<file path="config.mk">
export PLATFORM = sky130hd
export DESIGN_NAME = change_dispenser
export DESIGN_NICKNAME = d
export VERILOG_FILES = /design/src/rtl/change_dispenser.sv
export SDC_FILE = /design/constraint.sdc
export NUM_CORES = 1
export LEC_CHECK = 0
export ABC_CLOCK_PERIOD_IN_PS = 5900
export BUFFER_PORTS_ARGS = -buffer_cell sky130_fd_sc_hd__buf_2
export CAP_MARGIN = 10
export CORE_MARGIN = 4
export CORE_UTILIZATION = 62
export DETAILED_ROUTE_END_ITERATION = 10
export MAX_ROUTING_LAYER = met4
export PLACE_DENSITY_LB_ADDON = 0.12
export SLEW_MARGIN = 10
export SYNTH_ARGS = -nofsm -noshare
export SYNTH_HDL_FRONTEND = slang
export SYNTH_SLANG_ARGS = --single-unit
</file>
<file path="constraint.sdc">
create_clock -name clk -period 5.9 [get_ports clk]
set_clock_uncertainty 0.15 [all_clocks]
set_input_delay 0.59 -clock clk [delete_from_list [all_inputs] [get_ports clk]]
set_output_delay 0.59 -clock clk [all_outputs]
set_load 0.01 [all_outputs]
</file>
<file path="src/rtl/change_dispenser.sv">
// Change dispenser: computes bal-cost in BCD, pays change out as timed coin pulses and
// scans the result on a 4-digit display. Define CHANGE_CHIRP_EN to enable the buzzer chirp.
module change_dispenser #(
    parameter int unsigned PULSE_CYCLES = 50000000,
    parameter int unsigned GAP_CYCLES   = 50000000,
    parameter int unsigned SCAN_CYCLES  = 100000,
    parameter int unsigned CHIRP_CYCLES = 10000000
) (
    input  logic        clk,
    input  logic        rst,
    input  logic        phase_on,
    input  logic        confirm,
    input  logic [11:0] bal,
    input  logic [11:0] cost,
    output logic        coin_100,
    output logic        coin_10,
    output logic        coin_1,
    output logic        owe,
    output logic [11:0] change,
    output logic [7:0]  led,
    output logic [3:0]  ena,
    output logic        buzzer,
    output logic        next
);

    // state   | meaning
    // IDLE    | waiting for phase_on, inputs captured on entry to CALC
    // CALC    | one-cycle BCD subtract, sets change/owe
    // CONFIRM | waiting for the confirm button
    // DISP_H  | paying out hundreds on coin_100
    // DISP_T  | paying out tens on coin_10
    // DISP_O  | paying out ones on coin_1
    // DONE    | next held high until phase_on drops
    typedef enum logic [2:0] {IDLE, CALC, CONFIRM, DISP_H, DISP_T, DISP_O, DONE} state_t;
    typedef enum logic [1:0] {PH_CHK, PH_HIGH, PH_LOW} phase_t;

    localparam logic [31:0] PULSE_LOAD = 32'(PULSE_CYCLES - 1);
    localparam logic [31:0] GAP_LOAD   = 32'(GAP_CYCLES - 1);
    localparam logic [31:0] SCAN_LOAD  = 32'(SCAN_CYCLES - 1);

    state_t      state, state_nxt;
    phase_t      ph;
    logic [31:0] tmr;
    logic [31:0] scan_cnt;
    logic [1:0]  scan_idx;
    logic [11:0] bal_q, cost_q;
    logic [3:0]  cur_digit;
    logic [11:0] dec_unit;
    logic        tmr_tc;
    logic        owe_calc;
    logic        coin_start;

    function automatic logic [3:0] clamp9(input logic [3:0] d);
        return (d > 4'd9) ? 4'd9 : d;
    endfunction

    // Digit-wise subtract with borrow; caller guarantees a >= b.
    function automatic logic [11:0] bcd_sub(input logic [11:0] a, input logic [11:0] b);
        logic [11:0] r;
        logic [4:0]  t;
        logic        brw;
        r   = '0;
        brw = 1'b0;
        for (int i = 0; i < 3; i++) begin
            t = {1'b0, a[i*4 +: 4]} - {1'b0, b[i*4 +: 4]} - {4'd0, brw};
            if (t[4]) begin
                r[i*4 +: 4] = t[3:0] + 4'd10;
                brw         = 1'b1;
            end else begin
                r[i*4 +: 4] = t[3:0];
                brw         = 1'b0;
            end
        end
        return r;
    endfunction

    function automatic logic [7:0] seg7(input logic [3:0] d);
        case (d)
            4'd0:    return 8'h3F;
            4'd1:    return 8'h06;
            4'd2:    return 8'h5B;
            4'd3:    return 8'h4F;
            4'd4:    return 8'h66;
            4'd5:    return 8'h6D;
            4'd6:    return 8'h7D;
            4'd7:    return 8'h07;
            4'd8:    return 8'h7F;
            4'd9:    return 8'h6F;
            default: return 8'h00;
        endcase
    endfunction

    assign tmr_tc   = (tmr == '0);
    assign owe_calc = (cost_q > bal_q);

    always_comb begin
        cur_digit = 4'd0;
        dec_unit  = 12'h000;
        case (state)
            DISP_H:  begin cur_digit = change[11:8]; dec_unit = 12'h100; end
            DISP_T:  begin cur_digit = change[7:4];  dec_unit = 12'h010; end
            DISP_O:  begin cur_digit = change[3:0];  dec_unit = 12'h001; end
            default: ;
        endcase
    end

    // A coin rises from the check slot or directly at gap end, so same-digit gaps stay exact.
    assign coin_start = (state == DISP_H || state == DISP_T || state == DISP_O) && phase_on &&
                        (cur_digit != 4'd0) && (ph == PH_CHK || (ph == PH_LOW && tmr_tc));

    always_ff @(posedge clk or negedge rst) begin
        if (!rst) state <= IDLE;
        else      state <= state_nxt;
    end

    always_comb begin
        state_nxt = state;
        case (state)
            IDLE:    if (phase_on) state_nxt = CALC;
            CALC:    state_nxt = CONFIRM;
            CONFIRM: if (confirm) state_nxt = (owe || change == 12'h000) ? DONE : DISP_H;
            DISP_H:  if (ph == PH_CHK && cur_digit == 4'd0) state_nxt = DISP_T;
            DISP_T:  if (ph == PH_CHK && cur_digit == 4'd0) state_nxt = DISP_O;
            DISP_O:  if (ph == PH_CHK && cur_digit == 4'd0) state_nxt = DONE;
            DONE:    ;
            default: state_nxt = IDLE;
        endcase
        if (state != IDLE && !phase_on) state_nxt = IDLE;
    end

    always_comb begin
        coin_100 = (state == DISP_H) && (ph == PH_HIGH);
        coin_10  = (state == DISP_T) && (ph == PH_HIGH);
        coin_1   = (state == DISP_O) && (ph == PH_HIGH);
        next     = (state == DONE);
        led      = 8'h00;
        ena      = 4'b0000;
        if (state != IDLE) begin
            ena = 4'b0001 << scan_idx;
            case (scan_idx)
                2'd0:    led = seg7(change[3:0]);
                2'd1:    led = seg7(change[7:4]);
                2'd2:    led = seg7(change[11:8]);
                default: led = owe ? 8'h79 : 8'h39;
            endcase
        end
    end

    always_ff @(posedge clk or negedge rst) begin
        if (!rst) begin
            bal_q  <= '0;
            cost_q <= '0;
            change <= '0;
            owe    <= 1'b0;
            ph     <= PH_CHK;
            tmr    <= '0;
        end else if (state != IDLE && !phase_on) begin
            change <= '0;
            owe    <= 1'b0;
            ph     <= PH_CHK;
            tmr    <= '0;
        end else begin
            case (state)
                IDLE: if (phase_on) begin
                    bal_q  <= {clamp9(bal[11:8]), clamp9(bal[7:4]), clamp9(bal[3:0])};
                    cost_q <= {clamp9(cost[11:8]), clamp9(cost[7:4]), clamp9(cost[3:0])};
                end
                CALC: begin
                    change <= owe_calc ? bcd_sub(cost_q, bal_q) : bcd_sub(bal_q, cost_q);
                    owe    <= owe_calc;
                end
                DISP_H, DISP_T, DISP_O: begin
                    if (coin_start) begin
                        ph  <= PH_HIGH;
                        tmr <= PULSE_LOAD;
                    end else begin
                        case (ph)
                            PH_HIGH: if (tmr_tc) begin
                                if (cur_digit != 4'd0) change <= change - dec_unit;
                                ph  <= PH_LOW;
                                tmr <= GAP_LOAD;
                            end else begin
                                tmr <= tmr - 32'd1;
                            end
                            PH_LOW: if (tmr_tc) ph <= PH_CHK;
                                    else        tmr <= tmr - 32'd1;
                            default: ;
                        endcase
                    end
                end
                default: ;
            endcase
        end
    end

    always_ff @(posedge clk or negedge rst) begin
        if (!rst) begin
            scan_cnt <= '0;
            scan_idx <= 2'd0;
        end else if (state == IDLE) begin
            scan_cnt <= SCAN_LOAD;
            scan_idx <= 2'd0;
        end else if (scan_cnt == '0) begin
            scan_cnt <= SCAN_LOAD;
            scan_idx <= scan_idx + 2'd1;
        end else begin
            scan_cnt <= scan_cnt - 32'd1;
        end
    end

`ifdef CHANGE_CHIRP_EN
    logic [31:0] chirp_cnt;

    always_ff @(posedge clk or negedge rst) begin
        if (!rst)                    chirp_cnt <= '0;
        else if (state_nxt == IDLE)  chirp_cnt <= '0;
        else if (coin_start)         chirp_cnt <= 32'(CHIRP_CYCLES);
        else if (chirp_cnt != '0)    chirp_cnt <= chirp_cnt - 32'd1;
    end

    assign buzzer = (chirp_cnt != '0);
`else
    assign buzzer = 1'b0;
`endif

endmodule

</file>
==> reports/results.ini, run 1 <==
[timing]
tightest_slew_ns = 1.14
min_period_ns = 5.39
fmax_mhz = 186
setup_viol = 0
tns_ns = 0
rsz0062_at_grt = false
period_share_pct = 91.3
slew_headroom_pct = 24.1
hold_viol_final = 0
drv_slew = 0

[clocking]
clk_pin_slew_worst_paths_ns = 0.08
clockRootBuffer = clkbuf_16
cts_buffers = 9
cts.htree.levels = 3
cts.path.max_buffers = 2
postCtsResizedCells = 0
worstSkewPairLatency_ns = 0.37
cts_sinks = 108
cts_tree = built
ctsHoldBuffers = 0
cts_post_setup_buffers_inserted = 0

[critical_path]
crit_chain = inv_1, ha_1, inv_1, fa_1, a21o_1, a21o_1, fa_1, fa_1, nand2b_1, a21oi_1, xnor2_1, xnor2_1, ha_1, a21o_1, fa_1, nand2b_1, nand2_1, ha_1, nor3b_1, a21oi_1, o221ai_1, a211oi_1, o21ai_0
cp_max_fo = 5
end_kind = flop
cpMaxStageDelayCell = fa_1
max_stage_delay_ns = 0.43
crit_type = reg2reg
crit_top_cell = fa_1
worstPathArrival_ns = 5.47
cp-start-kind = flop
required_ns = 5.98

[synth]
netlist_instances = 961
synth.cell_area_um2 = 8290
synth_top_flop_cell = dfrtp_1
synth_top_area_share_pct = 32.6
synth_cell_types = 62
ys_ff_latch = 108
synthTopCellsByArea = dfrtp_1 (33%), ha_1 (11%), nor2_1 (5.1%)
yosys.area.top_type = dfrtp_1
synth_edf_count = 0
async_flop_share_pct = 100
ys_seq_area_share_pct = 32.6
avgSynthCellArea_um2 = 8.63
yosysWarnings = 0

[pwr]
power_leakage_nw = 4.15
power_density_nw_per_um2 = 551
vdd_drop_max_uv = 298

[detailed_routing]
remaining_drc_errors = 0
vias = 6993
drt-initial-drc-count = 503
via_per_inst = 5.99
ant_nets = 0
dr.pass1.iters = 5
drt-wirelength-per-cell_um = 15.8
drt_wl_total_um = 18500

[floorplanning]
coreArea_um2 = 12900
fp.dieW_um = 124
die_h_um = 124
start_util_pct = 64.4
die-area_um2 = 15300
pin_count = 58
core.rowCount = 41

[layout]
regArea_um2 = 2700
mostFrequentLayoutCell = nor2_1
area_growth_pct = 8.18
final_cell_mix = nor2_1 (113), dfrtp_1 (108), ha_1 (75), inv_1 (68), nand2_1 (59)
nets = 1104
multiInputGateArea_um2 = 5150
final_util_pct = 69.7
diodes = 0
fill_cells = 1044
drive_above_1_share_pct = 10.6

[job]
max_cap_violations = 0

[place]
place_hpwl_um = 13300
portBuffers = 55
gp_congestion = 0.882

[global_routing]
grt_pass1_vias = 6441
grt.overflow.total = 0
antenna_found_initial = 0
grt_first_pass_wirelength_um = 31400
grt_max_degree = 59
track_usage_pct = 26.0

[hold_path]
hold_class = in2async

[run_status]
status = complete, no violations

[final cells by class]
class	count	area share, %
Multi-Input combinational cell	742	57.4
Sequential cell	108	30.1
Clock inverter	7	1.06
Tap cell	172	2.40
Inverter	68	2.84
Timing Repair Buffer	62	3.68
Clock buffer	9	2.51
[critical path: cells and delay by family, from the launching register on]
| family | cells | cell delay, ns |
|---|---|---|
| fa+ha+maj | 7 | 2.20 |
| compound gates | 8 | 1.37 |
| xor+xnor | 2 | 0.42 |
| buf+inv | 2 | 0.14 |
| simple gates | 4 | 0.60 |
| flops | 1 | 0.38 |
[worst paths after layout]
path | slack (ns) | startpoint | endpoint | depth (start not counted)
setup / recovery | 0.51 | cost_q[0] | change[10] | 23
hold / removal | 0.13 | rst | bal_q[10] | 1
setup reg to reg | 0.51 | cost_q[0] | change[10] | 23
hold reg to reg | 0.33 | tmr[28] | tmr[28] | 1
max in group asynchronous | 4.27 | rst | bal_q[0] | 2
min in group clk | 0.33 | bal[10] | bal_q[10] | 3
[cell usage after synthesis (all sizes together) (18+ instances only)]
master  number
nor2       113
dfrtp      108
ha          75
inv         68
nand2       59
o21ai       57
a21oi       54
clkbuf      37
xnor2       37
nor3        30
xor2        27
nand2b      22
nor4        20
a31oi       18
[routing by layer]
| layer | track usage (%) | part of all wire (%) |
|---|---|---|
| met2 | 40.3 | 46 |
| met3 | 4.09 | 4.8 |
| met1 | 36.9 | 49 |
| met5 | - | 0 |
| met4 | 4.78 | 0.80 |
[flip-flops by register name (all words and copies together), names as in the netlist]
signal / cells
owe: 1
scan_idx: 2
change: 12
tmr: 32
cost_q: 12
ph: 2
scan_cnt: 32
state: 3
bal_q: 12
[cells by family after synthesis]
| family | Yosys count | synth area share (%) |
|---|---|---|
| muxes | 19 | 2.40 |
| other | 1 | 0.0452 |
| xor gates and xnor gates | 64 | 6.76 |
| AOI/OAI and AO/OA | 231 | 18.0 |
| and+or+nand+nor | 341 | 21.1 |
| adders and majority gates | 85 | 13.7 |
| buffers and inverters | 112 | 5.39 |
| DFF | 108 | 32.6 |
[power breakdown]
group | total (mW) | internal (mW) | switching, mW | leakage (nW)
registers | 1.04 | 0.854 | 0.182 | 1.40
clock network | 0.648 | 0.341 | 0.308 | 0.153
logic | 3.26 | 1.39 | 1.87 | 2.60
[metrics by stage]
| stage | hold slack (ns) | instances | cell area, um^2 | setup WS (ns) | power (mW) |
|---|---|---|---|---|---|
| 2_1_floorplan | 0.144 | 962 | 8300 | 0.888 | 3.58 |
| 3_3_place_gp | 0.297 | 1152 | 8650 | 0.673 | 4.19 |
| 3_5_place_dp | 0.320 | 1152 | 8650 | 0.541 | 4.28 |
| 4_1_cts | 0.133 | 1168 | 8970 | 0.512 | 4.96 |
| 5_1_grt | 0.160 | 1168 | 8970 | 0.0696 | 5.44 |
| 6_report | 0.125 | 1168 | 8970 | 0.511 | 4.94 |
Note: power is estimated with default switching activity, not from simulation.
==> run 2: changes to the inputs <==
--- a/config.mk
+++ b/config.mk
@@ -9,7 +9,7 @@
 export BUFFER_PORTS_ARGS = -buffer_cell sky130_fd_sc_hd__buf_2
 export CAP_MARGIN = 10
 export CORE_MARGIN = 4
-export CORE_UTILIZATION = 62
+export CORE_UTILIZATION = 40
 export DETAILED_ROUTE_END_ITERATION = 10
 export MAX_ROUTING_LAYER = met4
 export PLACE_DENSITY_LB_ADDON = 0.12
==> run 2 against run 1 <==
Wire length is 6.0% higher. Power grew 1.0%. Combinational power hardly changed. Design area increased by 1.5%. Core utilization is 25 points lower. Via count fell by 2.7%. Sequential share of layout area is 0.44 points lower. Worst setup slack gained 0.028 ns. Flip-flop and latch count is the same. Clock power rose by 4.8%. Largest cell class unchanged.
==> reports/results.ini, run 2 (synthesis gave the netlist of run 1 again) <==
[critical_path]
required_ns = 6.00
reg2reg_setup_slack_ns = 0.54
worstPathArrival_ns = 5.46
reg2regPathDepth = 23
cp_max_fo = 5
r2r-start = cost_q[0]
timing.rr.end = change[10]
end_kind = flop
crit_type = reg2reg
cp-start-kind = flop

[clocking]
worstSkewPairLatency_ns = 0.36
cts_buffers = 9
clockRootBuffer = clkbuf_16
postCtsResizedCells = 0
cts_sinks = 108
clk_pin_slew_worst_paths_ns = 0.08
cts_tree = built
cts.path.max_buffers = 2
cts_post_setup_buffers_inserted = 0
cts.htree.levels = 3
ctsHoldBuffers = 0

[place]
gp_congestion = 0.789
portBuffers = 55
place_hpwl_um = 14300
placed_cells = 1251
placed_area_um2 = 8780

[timing]
fmax_mhz = 187
hold_viol_final = 0
tightest_slew_ns = 0.895
slew_headroom_pct = 40.3
drv_slew = 0
tns_ns = 0
rsz0062_at_grt = false
period_share_pct = 90.9
min_period_ns = 5.36
setup_viol = 0

[floorplanning]
start_util_pct = 40.9
pin_count = 58
die_h_um = 152
core.rowCount = 52
die-area_um2 = 23100
fp.dieW_um = 152
coreArea_um2 = 20300

[layout]
layout.cells.non_filler = 1266
final_cell_mix = nor2_1 (113), dfrtp_1 (108), ha_1 (75), inv_1 (68), nand2_1 (59)
final_area_um2 = 9110
mostFrequentLayoutCell = nor2_1
diodes = 0
area_growth_pct = 9.79
top_regs = scan_cnt (32), tmr (32)
drive_above_1_share_pct = 10.6
final_util_pct = 44.9
fill_cells = 2054
nets = 1105

[pwr]
vdd_drop_max_uv = 243
power_density_nw_per_um2 = 548
power_leakage_nw = 4.16

[hold_path]
hold_class = in2async

[detailed_routing]
remaining_drc_errors = 0
drt-initial-drc-count = 493
drt-wirelength-per-cell_um = 15.5
dr.pass1.iters = 5
via_per_inst = 5.38
vias = 6805
drt_wl_total_um = 19600
ant_nets = 0

[global_routing]
grt_first_pass_wirelength_um = 33700
grt.overflow.total = 0
antenna_found_initial = 0
grt_pass1_vias = 6447
grt_max_degree = 57
track_usage_pct = 17.7

[run_status]
status = complete, no violations

[job]
max_cap_violations = 0

run 2: changes by cell type in the layout (fill, tap and decap cells not counted):
cell        delta
bufinv_16      +1
clkinvlp_4     -1
buf_4          +1
inv_6          -1
clkinv_4       +1
clkinv_8       -2
clkbuf_8       +1
run 2: where the power goes:
part,switching [mW],internal [mW],total [mW]
logic,1.88,1.40,3.28
registers,0.186,0.854,1.04
clock network,0.293,0.385,0.679
total,2.36,2.64,4.99
run 2: worst max path at each step:
| stage | to | from | depth (start not counted) | slack [ns] |
|---|---|---|---|---|
| 6_report | change[10] | cost_q[0] | 23 | 0.54 |
| 5_1_grt | change[10] | cost_q[0] | 23 | 0.21 |
| 4_1_cts | change[10] | cost_q[0] | 23 | 0.52 |
| 3_5_place_dp | change[10] | cost_q[0] | 23 | 0.52 |
| 3_3_place_gp | change[10] | cost_q[0] | 23 | 0.64 |
| 2_1_floorplan | change[10] | cost_q[0] | 23 | 0.89 |
run 2: layout make-up:
| cell class | instances | area [um^2] | area share (%) |
|---|---|---|---|
| clock buffer | 10 | 239 | 2.62 |
| sequential | 108 | 2700 | 29.7 |
| inverter | 68 | 255 | 2.80 |
| timing repair buffer | 63 | 338 | 3.71 |
| clock inverter | 5 | 85.1 | 0.934 |
| tap | 270 | 338 | 3.71 |
| multi-input combinational | 742 | 5150 | 56.5 |
run 2: stage by stage:
| stage | power, mW | setup slack (ns) | hold WS (ns) |
|---|---|---|---|
| global placement | 4.32 | 0.638 | 0.315 |
| floorplan | 3.58 | 0.888 | 0.144 |
| detailed placement | 4.35 | 0.525 | 0.315 |
| global route | 5.55 | 0.206 | 0.186 |
| finish | 4.99 | 0.539 | 0.138 |
| CTS | 5.05 | 0.523 | 0.165 |
run 2: worst max-delay path, cell delays in order, from the launching register on:
cell,delay (ns)
dfrtp_1,0.38
inv_1,0.08
ha_1,0.14
inv_1,0.06
fa_1,0.41
a21o_1,0.17
a21o_1,0.25
fa_1,0.44
fa_1,0.41
nand2b_1,0.15
a21oi_1,0.18
xnor2_1,0.29
xnor2_1,0.12
ha_1,0.19
a21o_1,0.18
fa_1,0.37
nand2b_1,0.20
nand2_1,0.09
ha_1,0.25
nor3b_1,0.15
a21oi_1,0.13
o221ai_1,0.13
a211oi_1,0.23
o21ai_0,0.11
run 2: layer usage:
layer	share of wire (%)	GRT usage (%)	vias up
li1	-	-	3466
met1	53	26.2	3205
met2	42	25.6	120
met3	3.3	3.21	14
met4	0.85	3.00	0
met5	0	-	-
